===== src/rtl/pipe_stall_ctrl_pkg.sv =====
// Shared constants for the pipeline stall controller: stall vectors, sequencer
// state encodings and enable levels.
package pipe_stall_ctrl_pkg;

  typedef logic [5:0] stall_vec_t;

  // bit0 PC, bit1 IF, bit2 ID, bit3 EX, bit4 MEM, bit5 WB; 1 = hold
  localparam stall_vec_t STALL_NONE = 6'b000000;
  localparam stall_vec_t STALL_ID   = 6'b000111;
  localparam stall_vec_t STALL_EX   = 6'b001111;
  localparam stall_vec_t STALL_MEM  = 6'b011111;

  localparam logic [1:0] S_IDLE = 2'd0;
  localparam logic [1:0] S_RUN  = 2'd1;
  localparam logic [1:0] S_DONE = 2'd2;

  localparam logic ENABLE  = 1'b1;
  localparam logic DISABLE = 1'b0;

endpackage


===== src/rtl/pipe_stall_ctrl_mc_seq_counter.sv =====
// Multi-cycle EX sequencer: counts wall-clock stall cycles for one op and
// pulses mc_done when the result is ready.
//
// state | meaning
// IDLE  | no op; mc_start launches one (EX stalled in the start cycle)
// RUN   | op in flight, EX stalled, cnt = remaining stall cycles
// DONE  | result valid, EX released, mc_start ignored
module mc_seq_counter
  import pipe_stall_ctrl_pkg::*;
#(
  parameter int CNT_W = 6
) (
  input  logic             clk,
  input  logic             rst,
  input  logic             mc_start,
  input  logic [CNT_W-1:0] mc_cycles,
  input  logic             flush_req,
  output logic             ex_stall,
  output logic             mc_busy,
  output logic             mc_done
);

  localparam logic [CNT_W-1:0] CNT_ONE = {{(CNT_W-1){1'b0}}, 1'b1};

  logic [1:0]       r_state;
  logic [1:0]       w_state_nxt;
  logic [CNT_W-1:0] r_cnt;
  logic [CNT_W-1:0] w_cnt_nxt;
  logic [CNT_W-1:0] w_len;
  logic             w_start;

  // A flush in the same cycle drops the start entirely.
  assign w_start = (r_state == S_IDLE) && mc_start && !flush_req;
  assign w_len   = (mc_cycles == '0) ? CNT_ONE : mc_cycles;

  always_comb begin
    w_state_nxt = r_state;
    w_cnt_nxt   = r_cnt;
    if (flush_req) begin
      w_state_nxt = S_IDLE;
      w_cnt_nxt   = '0;
    end else begin
      case (r_state)
        S_IDLE: begin
          if (mc_start) begin
            if (w_len == CNT_ONE) begin
              w_state_nxt = S_DONE;
            end else begin
              w_state_nxt = S_RUN;
              w_cnt_nxt   = w_len - CNT_ONE;
            end
          end
        end
        S_RUN: begin
          if (r_cnt == CNT_ONE) begin
            w_state_nxt = S_DONE;
            w_cnt_nxt   = '0;
          end else begin
            w_cnt_nxt = r_cnt - CNT_ONE;
          end
        end
        S_DONE: begin
          w_state_nxt = S_IDLE;
          w_cnt_nxt   = '0;
        end
        default: begin
          w_state_nxt = S_IDLE;
          w_cnt_nxt   = '0;
        end
      endcase
    end
  end

  always_ff @(posedge clk or posedge rst) begin
    if (rst) begin
      r_state <= S_IDLE;
      r_cnt   <= '0;
    end else begin
      r_state <= w_state_nxt;
      r_cnt   <= w_cnt_nxt;
    end
  end

  assign ex_stall = w_start || (r_state == S_RUN);
  assign mc_busy  = (r_state == S_RUN) ? ENABLE : DISABLE;
  assign mc_done  = (r_state == S_DONE) ? ENABLE : DISABLE;

endmodule


===== src/rtl/pipe_stall_ctrl.sv =====
// Pipeline stall/flush controller: priority-encodes stall requests into the
// per-stage hold vector and registers flush pulses with their redirect PC.
module pipe_stall_ctrl
  import pipe_stall_ctrl_pkg::*;
#(
  parameter int CNT_W = 6,
  parameter int PC_W  = 32
) (
  input  logic             clk,
  input  logic             rst,
  input  logic             stallreq_id,
  input  logic             stallreq_mem,
  input  logic             mc_start,
  input  logic [CNT_W-1:0] mc_cycles,
  input  logic             flush_req,
  input  logic [PC_W-1:0]  flush_pc,
  output logic [5:0]       stall,
  output logic             flush,
  output logic [PC_W-1:0]  new_pc,
  output logic             mc_busy,
  output logic             mc_done
);

  logic            w_ex_stall;
  logic            r_flush;
  logic [PC_W-1:0] r_new_pc;

  mc_seq_counter #(
    .CNT_W(CNT_W)
  ) u_mc_seq (
    .clk      (clk),
    .rst      (rst),
    .mc_start (mc_start),
    .mc_cycles(mc_cycles),
    .flush_req(flush_req),
    .ex_stall (w_ex_stall),
    .mc_busy  (mc_busy),
    .mc_done  (mc_done)
  );

  // new_pc keeps the last handler address once the flush pulse ends.
  always_ff @(posedge clk or posedge rst) begin
    if (rst) begin
      r_flush  <= DISABLE;
      r_new_pc <= '0;
    end else begin
      r_flush <= flush_req;
      if (flush_req) begin
        r_new_pc <= flush_pc;
      end
    end
  end

  always_comb begin
    stall = STALL_NONE;
    if (r_flush) begin
      stall = STALL_NONE;
    end else if (stallreq_mem) begin
      stall = STALL_MEM;
    end else if (w_ex_stall) begin
      stall = STALL_EX;
    end else if (stallreq_id) begin
      stall = STALL_ID;
    end
  end

  assign flush  = r_flush;
  assign new_pc = r_new_pc;

endmodule


===== config.mk =====
export PLATFORM = sky130hd
export DESIGN_NAME = pipe_stall_ctrl
export DESIGN_NICKNAME = d
export VERILOG_FILES = /design/src/rtl/pipe_stall_ctrl_pkg.sv /design/src/rtl/pipe_stall_ctrl_mc_seq_counter.sv /design/src/rtl/pipe_stall_ctrl.sv
export SDC_FILE = /design/constraint.sdc
export NUM_CORES = 1
export LEC_CHECK = 0
export ABC_AREA = 1
export CAP_MARGIN = 25
export CORE_MARGIN = 1
export CORE_UTILIZATION = 40
export CTS_CLUSTER_SIZE = 30
export DETAILED_ROUTE_END_ITERATION = 7
export PLACE_DENSITY = 0.77
export SYNTH_ARGS = -nofsm -noshare
export SYNTH_HDL_FRONTEND = slang
export SYNTH_SLANG_ARGS = --single-unit
export TNS_END_PERCENT = 50

===== constraint.sdc =====
create_clock -name clk -period 1.94 [get_ports clk]
set_input_delay 0.485 -clock clk [delete_from_list [all_inputs] [get_ports clk]]
set_output_delay 0.485 -clock clk [all_outputs]
set_load 0.005 [all_outputs]

## Yosys cells after proc, flatten, opt, wreduce, memory -nomap -nowiden

Cells that the tools add are included.

| storage, ports and cells | value |
|---|---|
| flip-flop bits (word level) | 41 |
| latch bits | 0 |
| RAM bits | 0 |
| bits in read-only memories | 0 |
| output and inout port bits | 41 |
| logic and storage cells | 38 |
| memories kept | 0 |

| operators by class | value |
|---|---|
| add/sub/neg operators | 2 |
| multipliers | 0 |
| div/mod/pow operators | 0 |
| magnitude comparators | 0 |
| eq/ne operators | 7 |
| shifts and indexed selects | 0 |
| mux-type cells | 17 |
| bitwise logic cells | 0 |
| reduce and logical (&&, ||, !) cells | 8 |

Operators with widths:

| kind | count |
|---|---|
| $mux W6 | 5 |
| $eq A6 B1 Y1 const B | 2 |
| $pmux W6 S2 | 1 |
| $sub A6 B1 Y6 const B | 2 |
| $mux W5 | 2 |
| $mux W2 | 4 |
| $logic_not A6 Y1 | 1 |
| $ne A3 B3 Y1 const B | 2 |
| $mux W4 | 1 |
| $pmux W2 S2 | 1 |
| $reduce_and A2 Y1 | 2 |
| $mux W3 | 1 |
| $ne A3 B2 Y1 const B | 1 |
| $eq A2 B1 Y1 const B | 1 |
| $eq A2 B2 Y1 const B | 1 |
| $logic_and A1 B1 Y1 | 2 |
| $logic_not A2 Y1 | 1 |
| $mux W1 | 2 |
| $logic_not A1 Y1 | 1 |
| $logic_or A1 B1 Y1 | 1 |

## Depth between registers and ports, before layout

Gate-level depths: netlist of run 1.

| logic depth | value |
|---|---|
| depth after elaboration | 7 |
| mapped depth | 11 |
| depth with buffers taken out | 11 |

## Modules after synthesis

A second synthesis of run 1 with hierarchy kept.

| second synthesis, totals | value |
|---|---|
| cells, all modules | 254 |
| area, all modules | 2178.3 um2 |

By module, submodules not included:

| module | times used | cells each | area each (um2) |
|---|---|---|---|
| pipe_stall_ctrl | 1 | 148 | 1496.4 |
| mc_seq_counter | 1 | 106 | 681.9 |

## Worst setup path after synthesis of run 1

Ideal clock, no wire load.

| path | value |
|---|---|
| path kind | input to output |
| start | input flush_req |
| end | output stall[1] |
| data arrival time | 1296 ps |
| setup slack | 159 ps |
| cell stages on the path | 9 |
| path buffers | 2 |
| cell sequence | buf_4 inv_4 nand2_4 inv_4 nand2_2 nand2_1 nor2_1 a21oi_2 buf_4 |

| on the way | value |
|---|---|
| word-level cells in the longest chain between the ends | 6 |

Ends and longest elaborated chain:

| what | line | RTL |
|---|---|---|
| from (decl) | pipe_stall_ctrl.sv:15 | `input logic flush_req,` |
| $logic_not A1 Y1 | pipe_stall_ctrl_mc_seq_counter.sv:33 | `assign w_start = (r_state == S_IDLE) && mc_start && !flush_req;` |
| $logic_and A1 B1 Y1 | pipe_stall_ctrl_mc_seq_counter.sv:33 |  |
| $logic_or A1 B1 Y1 | pipe_stall_ctrl_mc_seq_counter.sv:84 | `assign ex_stall = w_start \|\| (r_state == S_RUN);` |
| $mux W4 | pipe_stall_ctrl.sv:60 | `end else if (w_ex_stall) begin` |
| $mux W5 | pipe_stall_ctrl.sv:58 | `end else if (stallreq_mem) begin` |
| $mux W5 | pipe_stall_ctrl.sv:56 | `if (r_flush) begin` |
| to (decl) | pipe_stall_ctrl.sv:17 | `output logic [5:0] stall,` |

No other way between the ends.

## Worst setup path after layout of run 1

| path | value |
|---|---|
| start | register u_mc_seq.r_state[1] |
| end | output stall[0] |

| on the way | value |
|---|---|
| word-level cells in the longest chain between the ends | 7 |
| elaborated cells on any way between the ends | 8 |
| those cells by class | eq/ne: 1; mux: 3; reduce/logical: 4 |

Ends and longest elaborated chain:

| what | line | RTL |
|---|---|---|
| from (decl) | pipe_stall_ctrl_mc_seq_counter.sv:25 | `logic [1:0] r_state;` |
| from (signal assigned) | pipe_stall_ctrl_mc_seq_counter.sv:79 | `r_state <= w_state_nxt;` |
| $logic_not A2 Y1 | pipe_stall_ctrl_mc_seq_counter.sv:33 |  |
| $logic_and A1 B1 Y1 (2 in series) | pipe_stall_ctrl_mc_seq_counter.sv:33 |  |
| $logic_or A1 B1 Y1 (*) | pipe_stall_ctrl_mc_seq_counter.sv:84 |  |
| $mux W4 (*) | pipe_stall_ctrl.sv:60 |  |
| $mux W5 (*) | pipe_stall_ctrl.sv:58 |  |
| $mux W5 (*) | pipe_stall_ctrl.sv:56 |  |

Mark *: on every way between the ends. The rest lies on a longest branch, timed or not.

==> impl_metrics.tcl, run 1 <==
set metrics [dict create \
    cts_buffers 5 \
    worstPathRequired_ns 1.45 \
    detail_route.iter0.violations 67 \
    postSynthCellCount 256 \
    setup.worst_path.end_class "output pin" \
    critPathLaunchType "flip-flop" \
    reg2reg_depth 11 \
    hold_path_depth 2 \
    antenna_found_initial 0 \
    hold_viol_final 0 \
    result_of_the_run "finished with violations" \
    hold_buffers 0 \
    clk_root_buffer_cell "sky130_fd_sc_hd__clkbuf_8" \
    criticalPathCategory "flip-flop to output pin" \
    routed_wirelength_um 4630 \
    postSynthNetCount 303 \
    category_of_cells_accounting_for_the_largest_share_of_critical_path_delay "flip-flops" \
    crit-reg2reg-capture "u_mc_seq.r_cnt[5]" \
    globalRoute.totalOverflow 0 \
    yosysSeqAreaShare 0.512 \
    setup_repair_after_global_routing_missed_its_margin "true" \
    ioPinCount 85 \
    die_area_um2 5300 \
    ant_nets 0 \
    tns_ns -0.104 \
    first_global_vias 1804 \
    timing.critical_path.fanout_max 3 \
    layout-area-overhead-vs-synth_pct 58.3 \
    failing_checks "setup timing" \
    grtUsageTotal 0.188 \
    firstDrtPassIters 4 \
    pin_count_of_the_biggest_net_entering_global_routing 36 \
    floorplan.initialDensity 0.419 \
    place_hpwl_um 3480 \
    final_util 0.663 \
    numPortBuffers 83 \
    avgSynthCellArea_um2 7.83 \
    worst-path-buf-inv 3 \
    power_density_nw_per_um2 749 \
    max_stage_delay_ns 0.42 \
    finalWeightedCongestion 0.864 \
    critical_path_cell_by_cell "nor2_4 > nand2_4 > inv_4 > nand2_4 > nand2_2 > nor2_2 > a21oi_2 > buf_4 > buf_6" \
    final_max_slew_viol_count 0 \
    hold_path_class "flip-flop to flip-flop" \
    layout_common_cells "sky130_fd_sc_hd__nand2_1, sky130_fd_sc_hd__clkdlybuf4s50_1, sky130_fd_sc_hd__dfrtp_1, sky130_fd_sc_hd__buf_4, sky130_fd_sc_hd__inv_1" \
    clock_sink_count 41 \
    syn_area_um2 2000 \
    final_layout_size_suffix_gt1_frac 0.174 \
    rows 25 \
    total_number_of_vias 1912 \
    period_share 1.03 \
    tritoncts "built" \
    fin_ws_ns -0.0529 \
    timing.hold.worst_endpoint "new_pc[8]" \
    finalClockSkew_ns 0.00274 \
    max_freq_ghz 0.502 \
    synth.lib_cells_used.distinct 27 \
    reg2reg_slack_ns 0.63 \
    cts.path.max_buffers 2 \
    wire_per_inst_um 10.8 \
    antenna-diode-count 0 \
    p_leak_nw 1.65 \
    synthesis_stage_register_bit_count 41 \
    global_route_wire_length_before_repair_um 7670 \
    cp.arrival_ns 1.51 \
    total_number_of_yosys_warnings 0 \
    cp_slowest_cell "sky130_fd_sc_hd__dfrtp_1" \
    final_common_cell "sky130_fd_sc_hd__nand2_1" \
    vias_per_cell 4.45 \
    die_w_um 72.8 \
    placed_cells_incl_taps 421 \
    drc 0 \
    r2r_start "u_mc_seq.r_state[1]" \
    h-tree-depth 2 \
    vdd_drop_max_v 0.000633 \
    critical_path.most_common_cell "sky130_fd_sc_hd__nand2_4" \
    fin_nets 409 \
    die_h_um 72.8 \
    report.final.setup_viol 2 \
    min_from "new_pc[8]" \
    max-cap-violations 0 \
    clock_latency_ns 0.29 \
    cts.reportedPaths.clkPinSlew_ns 0.07 \
    power.total_w 0.00238 \
    layout_min_cycle_time_ns 1.99 \
    floorplan.core_area_um2 4790 \
    fin_cells 430 \
    detailedPlace.worstSlack_ns -0.560 \
]
-- worst max path at each step --
stage,startpoint,end,cells after the start
6_report,u_mc_seq.r_state[1],stall[0],9
4_1_cts,u_mc_seq.r_state[0],stall[0],9
5_1_grt,u_mc_seq.r_state[1],stall[1],9
2_1_floorplan,flush_req,stall[1],9
3_3_place_gp,flush_req,stall[0],9
3_5_place_dp,flush_req,stall[0],9
-- what timing repair did --
action                     CTS  global route
setup endpoints to repair    7            11
buffers inserted             1             0
gates cloned                 0             0
pin swaps                    1             4
gates resized for setup     16            12
-- synthesized netlist by cell type (all sizes together) --
cell	instances	area, µm²
xnor2	1	8.76
dfrtp	41	1030
nand2	142	568
xor2	2	17.5
clkbuf	3	11.3
buf	7	45.0
o21ai	4	23.8
nand4	2	12.5
conb	1	3.75
o22ai	2	12.5
a22oi	1	7.51
nand3	9	50.1
inv	20	80.1
ha	3	37.5
a21oi	2	17.5
nor2	15	76.3
a31oi	1	6.26
-- routing by layer --
layer	wire [µm]	track usage	share of wire	up-vias
met5	0	0	0	-
met4	36	0.0610	0.0078	0
met3	375	0.0704	0.081	4
met2	2250	0.315	0.49	59
met1	1970	0.225	0.43	862
li1	-	-	-	987
-- logic make-up after synthesis --
group / after synthesis / share of synthesized area
flops: 41 / 0.512
other cells: 1 / 0.00187
compound gates: 10 / 0.0337
simple gates: 168 / 0.353
buf+inv: 30 / 0.0680
xor+xnor: 3 / 0.0131
fa+ha+maj: 3 / 0.0187
-- power by group --
group / internal (W) / switching, W / total, W
combinational: 0.000378 / 0.000316 / 0.000694
sequential: 0.000945 / 0.0000641 / 0.00101
clock: 0.000385 / 0.000288 / 0.000673
-- layout make-up --
class / count / area, µm²
Multi-Input combinational cell: 185 / 860
Inverter: 20 / 82.6
Clock buffer: 5 / 68.8
Timing Repair Buffer: 109 / 1010
Tap cell: 67 / 83.8
Fill cell: 396 / 1610
Clock inverter: 3 / 43.8
Sequential cell: 41 / 1030
-- worst min-delay path, delay by kind of cell (launching register included) --
family        cells  cell delay (ns)
flops             1             0.34
simple gates      2             0.10
-- sequential cells by signal, summed over array words and instances (netlist names) --
name              cells
u_mc_seq.r_cnt        6
flush                 1
new_pc               32
u_mc_seq.r_state      2
-- per-stage QoR --
stage	cell area, µm²	hold slack (ns)
floorplan	2000	0.465
global placement	3050	0.452
detailed placement	3050	0.459
CTS	3160	0.479
global route	3170	0.501
finish	3170	0.471
Power figures use the tool's default switching activity.
==> inputs of run 2 (changes only) <==
==> constraint.sdc (replaced) <==
create_clock -name clk -period 2.3 [get_ports clk]
set_input_delay 0.575 -clock clk [delete_from_list [all_inputs] [get_ports clk]]
set_output_delay 0.575 -clock clk [all_outputs]
set_load 0.005 [all_outputs]
==> impl_metrics.tcl, run 2 (synthesis results as in run 1) <==
set metrics [dict create \
    h-tree-depth 2 \
    floorplan.core_area_um2 4790 \
    wire_per_inst_um 11.2 \
    grtUsageTotal 0.191 \
    total_number_of_vias 1877 \
    reg2reg_slack_ns 1.00 \
    cts.path.max_buffers 2 \
    cell_area_after_placement_um2 2940 \
    die_h_um 72.8 \
    max_freq_ghz 0.447 \
    p_leak_nw 1.58 \
    timing.critical_path.fanout_max 3 \
    combPwrFrac 0.276 \
    final_common_cell "sky130_fd_sc_hd__nand2_1" \
    finalWeightedCongestion 0.818 \
    crit-reg2reg-capture "u_mc_seq.r_cnt[5]" \
    final_max_slew_viol_count 0 \
    antenna_found_initial 0 \
    vdd_drop_max_v 0.000726 \
    criticalPathCategory "primary input to output pin" \
    clock_latency_ns 0.29 \
    cp_slowest_cell "sky130_fd_sc_hd__clkdlybuf4s50_1" \
    cp.arrival_ns 1.66 \
    floorplan.initialDensity 0.419 \
    critPathLaunchType "primary input" \
    max_stage_delay_ns 0.50 \
    cts.reportedPaths.clkPinSlew_ns 0.07 \
    tns_ns 0 \
    setup_repair_after_global_routing_missed_its_margin "false" \
    tritoncts "built" \
    cts_buffers 5 \
    vias_per_cell 4.53 \
    firstDrtPassIters 5 \
    internal_power_w 0.00144 \
    report.final.setup_viol 0 \
    post-cts-setup-buffer-count 0 \
    hold_path_class "flip-flop to flip-flop" \
    die_w_um 72.8 \
    power.total_w 0.00199 \
    die_area_um2 5300 \
    hold_viol_final 0 \
    multiInputGateArea_um2 842 \
    fin_nets 393 \
    pin_count_of_the_biggest_net_entering_global_routing 42 \
    ant_nets 0 \
    layout_min_cycle_time_ns 2.24 \
    clk_root_buffer_cell "sky130_fd_sc_hd__clkbuf_8" \
    fin_cells 414 \
    layout-area-overhead-vs-synth_pct 52.2 \
    total_switching_power_w 0.000543 \
    place_hpwl_um 3460 \
    switching_fraction 0.273 \
    seq_power_share 0.430 \
    layout.filler_cells 424 \
    largest_register_ffs 32 \
    global_route_wire_length_before_repair_um 7760 \
    numPortBuffers 83 \
    r2r_start "u_mc_seq.r_cnt[1]" \
    worstPathRequired_ns 1.73 \
    clk_pwr_share 0.295 \
    setup.worst_path.end_class "output pin" \
    category_of_cells_accounting_for_the_largest_share_of_critical_path_delay "buffers and inverters" \
    clock_sink_count 41 \
    period_share 0.972 \
    detail_route.iter0.violations 104 \
    globalRoute.totalOverflow 0 \
    drc 0 \
    rows 25 \
    hold_path_depth 2 \
    ioPinCount 85 \
    placed_cells_incl_taps 406 \
    layout_common_cells "sky130_fd_sc_hd__nand2_1, sky130_fd_sc_hd__clkdlybuf4s50_1, sky130_fd_sc_hd__dfrtp_1, sky130_fd_sc_hd__inv_1, sky130_fd_sc_hd__nor2_1" \
    critical_path_cell_by_cell "clkdlybuf4s50_1 > nand2_2 > nand2_1 > nor2_1 > a21oi_2 > dlygate4sd2_1" \
    timing.hold.worst_endpoint "new_pc[4]" \
    beginning_of_the_critical_path "mc_start" \
    finalClockSkew_ns 0.00857 \
    reg2reg_depth 9 \
    antenna-diode-count 0 \
    max-cap-violations 0 \
    layout.area.seq_um2 1030 \
    worst-path-buf-inv 2 \
    result_of_the_run "finished, final reports clean" \
    min_from "new_pc[4]" \
    first_global_vias 1856 \
    routed_wirelength_um 4620 \
    postLayoutCellArea_um2 3050 \
    power_density_nw_per_um2 651 \
    final_layout_size_suffix_gt1_frac 0.107 \
]
[run 2: cell count changes in the layout (fill, tap and decap cells not counted), sizes merged]
| cell | change |
|---|---|
| dlygate4sd2 | +1 |
| clkinv | -1 |
| dlymetal6s2s | +1 |
| inv | -1 |
| buf | -19 |
| clkdlybuf4s50 | +3 |
[run 2: metrics by stage]
stage | worst slack [ns] | hold slack, ns | utilization
global placement | -0.310 | 0.453 | 0.614
detailed placement | -0.391 | 0.457 | 0.614
floorplan | 0.339 | 0.465 | -
global route | 0.00164 | 0.500 | 0.637
CTS | 0.0179 | 0.477 | 0.637
finish | 0.0641 | 0.471 | 0.637
[run 2: power by group through the flow]
stage	Clock, W	Combinational, W	Sequential (W)
after floorplan	0	0.000278	0.000863
after global placement	0	0.000548	0.000863
after detailed placement	0	0.000558	0.000865
after CTS	0.000605	0.000555	0.000853
after global routing	0.000630	0.000615	0.000864
final	0.000585	0.000547	0.000854
[run 2: worst max path at each step]
| stage | end | slack [ns] | cells after the start |
|---|---|---|---|
| global placement | stall[0] | -0.31 | 9 |
| detailed placement | stall[2] | -0.39 | 9 |
| global route | stall[1] | 0.002 | 6 |
| floorplan | stall[1] | 0.34 | 9 |
| CTS | stall[4] | 0.02 | 4 |
| finish | stall[2] | 0.06 | 6 |
[run 2: area by class of cell]
| type | count | share of cell area |
|---|---|---|
| flip-flops and latches | 41 | 0.336 |
| well taps | 67 | 0.0275 |
| clock inverters | 1 | 0.00984 |
| inverters | 20 | 0.0263 |
| clock buffers | 7 | 0.0283 |
| repair buffers | 93 | 0.296 |
| multi-input cells | 185 | 0.276 |
[run 2: tightest hold or removal path: cells and delay by family (launching register included)]
kind / cells / cell delay, ns
and+or+nand+nor: 2 / 0.09
DFF: 1 / 0.34
[run 2: repair_timing]
action / CTS / global route
endpoints found under the setup margin: 4 / 1
hold buffers: 0 / 0
gates resized for setup: 5 / 1
[run 2: per-layer routing]
metal	track usage	share of wire
met5	0	0
met4	0.0697	0.014
met3	0.0732	0.082
met2	0.323	0.48
met1	0.220	0.42
==> inputs of run 3 (changes only) <==
--- a/config.mk
+++ b/config.mk
@@ -11,6 +11,7 @@
 export CORE_UTILIZATION = 40
 export CTS_CLUSTER_SIZE = 30
 export DETAILED_ROUTE_END_ITERATION = 7
+export HOLD_SLACK_MARGIN = 0.15
 export PLACE_DENSITY = 0.77
 export SYNTH_ARGS = -nofsm -noshare
 export SYNTH_HDL_FRONTEND = slang
==> results of run 3 <==
The final DEF is identical to that of run 2; final timing and power are the same.
